[src/rtl/temp_pkg.sv]
// rtl/temp_pkg.sv - shared types and constants for the temperature-to-BCD converter
package temp_pkg;

  typedef enum logic [1:0] {
    IDLE      = 2'd0,
    LOAD_INT  = 2'd1,
    CONV_FRAC = 2'd2,
    DONE      = 2'd3
  } temp_state_t;

  localparam int INT_BITS   = 9;
  localparam int FRAC_BITS  = 4;
  localparam int FRAC_SCALE = 625;
  localparam int SHIFT_BITS = 14;
  localparam int BCD_BITS   = 16;

  // Last iteration index for each double-dabble phase (counter counts 0..N-1)
  localparam logic [3:0] INT_LAST  = 4'(INT_BITS - 1);
  localparam logic [3:0] FRAC_LAST = 4'(SHIFT_BITS - 1);

endpackage

[src/rtl/bcd_add3.sv]
// rtl/bcd_add3.sv - double-dabble nibble correction: add 3 when the digit is 5 or more
module bcd_add3 (
  input  logic [3:0] nib_in,
  output logic [3:0] nib_out
);

  assign nib_out = (nib_in >= 4'd5) ? (nib_in + 4'd3) : nib_in;

endmodule

[src/rtl/temp_to_bcd.sv]
// rtl/temp_to_bcd.sv - ADT7420 13-bit word to sign + 3 integer + 4 fractional BCD digits
module temp_to_bcd
  import temp_pkg::*;
#(
  parameter int FRAC_DIGITS = 4
) (
  input  logic        clk,
  input  logic        rst_n,
  input  logic        in_valid,
  output logic        in_ready,
  input  logic [15:0] temp_data,
  output logic        out_valid,
  output logic        sign,
  output logic [11:0] bcd_int,
  output logic [15:0] bcd_frac,
  output logic [2:0]  int_blank,
  output logic        overrun
);

  // Keep only the leading FRAC_DIGITS fractional digits; the rest read as zero (truncation)
  localparam int              FRAC_SH   = 4 * (4 - FRAC_DIGITS);
  localparam logic [15:0]     FRAC_MASK = 16'hFFFF << FRAC_SH;

  temp_state_t                 state_q, state_d;
  logic [3:0]                  cnt_q, cnt_d;
  logic                        sign_lat_q, sign_lat_d;
  logic [FRAC_BITS-1:0]        frac4_q, frac4_d;
  logic [SHIFT_BITS-1:0]       bin_q, bin_d;
  logic [BCD_BITS-1:0]         bcd_q, bcd_d;
  logic [11:0]                 int_res_q, int_res_d;

  logic                        out_valid_q, out_valid_d;
  logic                        sign_q, sign_d;
  logic [11:0]                 bcd_int_q, bcd_int_d;
  logic [15:0]                 bcd_frac_q, bcd_frac_d;
  logic [2:0]                  int_blank_q, int_blank_d;
  logic                        overrun_q, overrun_d;

  logic [12:0]                 t13;
  logic [12:0]                 mag;
  logic [SHIFT_BITS-1:0]       frac_scaled;
  logic [BCD_BITS-1:0]         bcd_fix;
  logic [BCD_BITS-1:0]         bcd_shift;
  logic                        unused_bits;

  // Shared correction stage: one add-3 per BCD nibble, feeding the shift
  for (genvar g = 0; g < 4; g++) begin : g_add3
    bcd_add3 u_add3 (
      .nib_in  (bcd_q[4*g +: 4]),
      .nib_out (bcd_fix[4*g +: 4])
    );
  end

  assign bcd_shift   = {bcd_fix[BCD_BITS-2:0], bin_q[SHIFT_BITS-1]};
  assign t13         = temp_data[15:3];
  assign mag         = t13[12] ? (~t13 + 13'd1) : t13;
  assign frac_scaled = 14'(frac4_q) * 14'(FRAC_SCALE);
  assign unused_bits = ^{temp_data[2:0], bcd_fix[BCD_BITS-1]};
  assign in_ready    = (state_q == IDLE);

  // Next-state and datapath: accept, integer dabble, fraction dabble, publish
  always_comb begin
    state_d     = state_q;
    cnt_d       = cnt_q;
    sign_lat_d  = sign_lat_q;
    frac4_d     = frac4_q;
    bin_d       = bin_q;
    bcd_d       = bcd_q;
    int_res_d   = int_res_q;
    out_valid_d = 1'b0;
    sign_d      = sign_q;
    bcd_int_d   = bcd_int_q;
    bcd_frac_d  = bcd_frac_q;
    int_blank_d = int_blank_q;
    overrun_d   = in_valid & ~in_ready;

    case (state_q)
      IDLE: begin
        if (in_valid) begin
          sign_lat_d = t13[12];
          frac4_d    = mag[FRAC_BITS-1:0];
          // Integer part sits at the top of the shifter so 9 shifts move it all out
          bin_d      = {mag[12:4], 5'b0};
          bcd_d      = '0;
          cnt_d      = 4'd0;
          state_d    = LOAD_INT;
        end
      end
      LOAD_INT: begin
        bin_d = bin_q << 1;
        bcd_d = bcd_shift;
        cnt_d = cnt_q + 4'd1;
        if (cnt_q == INT_LAST) begin
          // Park the integer digits and reuse the engine for the scaled fraction
          int_res_d = bcd_shift[11:0];
          bin_d     = frac_scaled;
          bcd_d     = '0;
          cnt_d     = 4'd0;
          state_d   = CONV_FRAC;
        end
      end
      CONV_FRAC: begin
        bin_d = bin_q << 1;
        bcd_d = bcd_shift;
        cnt_d = cnt_q + 4'd1;
        if (cnt_q == FRAC_LAST) begin
          cnt_d   = 4'd0;
          state_d = DONE;
        end
      end
      DONE: begin
        out_valid_d = 1'b1;
        sign_d      = sign_lat_q;
        bcd_int_d   = int_res_q;
        bcd_frac_d  = bcd_q & FRAC_MASK;
        int_blank_d = {(int_res_q[11:8] == 4'd0),
                       (int_res_q[11:8] == 4'd0) && (int_res_q[7:4] == 4'd0),
                       1'b0};
        state_d     = IDLE;
      end
      default: state_d = IDLE;
    endcase
  end

  // State and output registers; reset discards any conversion in flight
  always_ff @(posedge clk or negedge rst_n) begin
    if (!rst_n) begin
      state_q     <= IDLE;
      cnt_q       <= 4'd0;
      sign_lat_q  <= 1'b0;
      frac4_q     <= '0;
      bin_q       <= '0;
      bcd_q       <= '0;
      int_res_q   <= '0;
      out_valid_q <= 1'b0;
      sign_q      <= 1'b0;
      bcd_int_q   <= '0;
      bcd_frac_q  <= '0;
      int_blank_q <= '0;
      overrun_q   <= 1'b0;
    end else begin
      state_q     <= state_d;
      cnt_q       <= cnt_d;
      sign_lat_q  <= sign_lat_d;
      frac4_q     <= frac4_d;
      bin_q       <= bin_d;
      bcd_q       <= bcd_d;
      int_res_q   <= int_res_d;
      out_valid_q <= out_valid_d;
      sign_q      <= sign_d;
      bcd_int_q   <= bcd_int_d;
      bcd_frac_q  <= bcd_frac_d;
      int_blank_q <= int_blank_d;
      overrun_q   <= overrun_d;
    end
  end

  assign out_valid = out_valid_q;
  assign sign      = sign_q;
  assign bcd_int   = bcd_int_q;
  assign bcd_frac  = bcd_frac_q;
  assign int_blank = int_blank_q;
  assign overrun   = overrun_q;

endmodule

[config.mk]
export PLATFORM = sky130hd
export DESIGN_NAME = temp_to_bcd
export DESIGN_NICKNAME = d
export VERILOG_FILES = /design/src/rtl/temp_pkg.sv /design/src/rtl/bcd_add3.sv /design/src/rtl/temp_to_bcd.sv
export SDC_FILE = /design/constraint.sdc
export NUM_CORES = 1
export LEC_CHECK = 0
export ABC_AREA = 1
export CORE_MARGIN = 1.5
export CORE_UTILIZATION = 55
export CTS_CLUSTER_DIAMETER = 40
export DETAILED_ROUTE_END_ITERATION = 16
export HOLD_SLACK_MARGIN = 0.05
export PLACE_DENSITY_LB_ADDON = 0.25
export REMOVE_ABC_BUFFERS = 1
export SLEW_MARGIN = 10
export SYNTH_ARGS = -nofsm -noshare
export SYNTH_HDL_FRONTEND = slang
export SYNTH_HIERARCHICAL = 1
export SYNTH_SLANG_ARGS = --single-unit
[constraint.sdc]
create_clock -name clk -period 3.09 [get_ports clk]
set_input_delay 0.7725 -clock clk [delete_from_list [all_inputs] [get_ports clk]]
set_output_delay 0.7725 -clock clk [all_outputs]
set_load 0.01 [all_outputs]
==> metrics <==
Die Span Y 95.9 um; Startpoint Class register; Max transition margin 0.477; Max Clock Freq 362 MHz; Final GP Congestion 0.908; Pre-Repair DR Iteration Count 4; Sink Count 86; post-layout min period 2760 ps; worst slack at placement 343 ps; Worst Hold Class in -> async; Max Cap Viol 0; outcome finished, final reports clean; drt drc 0; Worst Path Required 3390 ps; layout cell share with drive strength beyond 1 0.0995; Worst Skew 14.1 ps; Worst Path Max Fanout 7; Final Hold Viols 0; post-route ant nets 0; Slew Viols, Final 0; RSZ-0062 raised after global routing no; # rows 33; crit share post-route 0.893; CTS tree done; fillers 661; # nets final slightly below 700; postcts setup bufs 0; setup TNS 0 ps; total number of vias approximately 4000; Post-Syn Area per Cell 8.22 um^2; Setup Crit Path Kind reg -> reg; clock slew at reported path FFs about 100 ps; Power Density 833 mW/mm^2; vias in the first global route 3909; I/O pin total 54; Via density 5.43; Initial Utilization 0.572; Final HPWL DP 7.46 mm; IR drop worst, VDD 0.533 mV; most frequent cells in the layout nand2_1 (136), dfrtp_1 (86), inv_1 (69); cell count after synthesis 578; # hold bufs at CTS 0; Placeable Area slightly above 0.008 mm^2; Clock Latency Late Sink 370 ps; leakage power 2.62 nW; # resized after CTS 0; Total Routing Usage GR 0.249; Least-Margin Pin Slew 783 ps; WL per Instance around 14 um; most common cell after layout, fill and taps aside nand2_1; initial antenna violation count 0; Root Buffer clkbuf_8; clock buffer depth 2; Final WS setup 330 ps; GR Overflow Total 0; CP arrival 3050 ps; Iter 0 DRT Violations 140; I/O Buffers 49; ANT cells 0; first-pass GRT wire length roughly 17 mm; Worst Setup End Kind register; synthesized area ~0.0048 mm^2; # setup viols final 0; die width 95.9 um; Synth-to-Final Area Change 18.3%; CTS H-Tree Depth 3; WL final between 10 and 15 mm; Num CTS Buffers 9; largest net degree at the start of global routing 47; die area between 0.009 and 0.01 mm^2; Yosys warnings 6
[worst paths after layout]
kind	cells past startpoint	slack (ps)	start	to
max in group asynchronous	2	2080	rst_n	bin_q[0]
min	1	380	rst_n	bcd_frac[0]
max	17	330	frac4_q[3]	bin_q[12]
max reg2reg	17	330	frac4_q[3]	bin_q[12]
min reg2reg	2	480	bcd_frac[15]	bcd_frac[15]
min in group clk	2	480	bcd_frac[15]	bcd_frac[15]
[registers in the layout, indices dropped and copies added, names as in the netlist]
| name | cells |
|---|---|
| bcd_frac | 16 |
| bcd_int | 12 |
| bcd_q | 16 |
| bin_q | 14 |
| cnt_q | 4 |
| frac4_q | 4 |
| int_blank | 2 |
| int_res_q | 12 |
| out_valid | 1 |
| overrun | 1 |
| sign | 1 |
| sign_lat_q | 1 |
| state_q | 2 |
[critical path: stages (launching register included)]
cell     delay [ps]
dfrtp_1         520
inv_1            90
fa_1            490
inv_1            50
ha_1            290
inv_1            60
fa_1            400
inv_1            70
nand2_1          60
nand2_1          80
nand3_1          80
nand2_1          90
nand2_1          50
nand2_1          60
nand2_1          60
nand2_1          60
nand2_1          60
a21oi_2         120
[final cells by class]
| type | instances | area [um^2] | area share |
|---|---|---|---|
| clock buffers | 9 | 124 | 0.0220 |
| repair buffers | 60 | 596 | 0.106 |
| inverters | 78 | 293 | 0.0521 |
| flip-flops and latches | 86 | 2150 | 0.383 |
| multi-input cells | 393 | 2200 | 0.391 |
| clock inverters | 7 | 128 | 0.0227 |
| well taps | 105 | 131 | 0.0234 |
[metrics by stage]
step	cell area, um^2	utilization	std cells	power [mW]	hold slack [ps]
finish	5620	0.677	738	4.68	382
floorplan	4640	-	557	2.87	446
global route	5620	0.677	738	5.07	404
detailed placement	5370	0.647	722	3.71	463
CTS	5620	0.677	738	4.71	389
global placement	5370	0.647	722	3.61	457
[where the power goes]
group | switching, mW | total (mW) | internal (mW)
registers | 0.165 | 1.56 | 1.40
logic | 1.32 | 2.13 | 0.810
clock network | 0.437 | 0.987 | 0.550
total | 1.92 | 4.68 | 2.76
[layer usage]
layer,vias up,wire [um],GRT usage
met2,124,5230,0.443
met5,-,0,0
met3,27,418,0.0363
met1,1900,4450,0.292
li1,1953,-,-
met4,0,265,0.121
No activity file was read; power rests on OpenSTA's default activity.
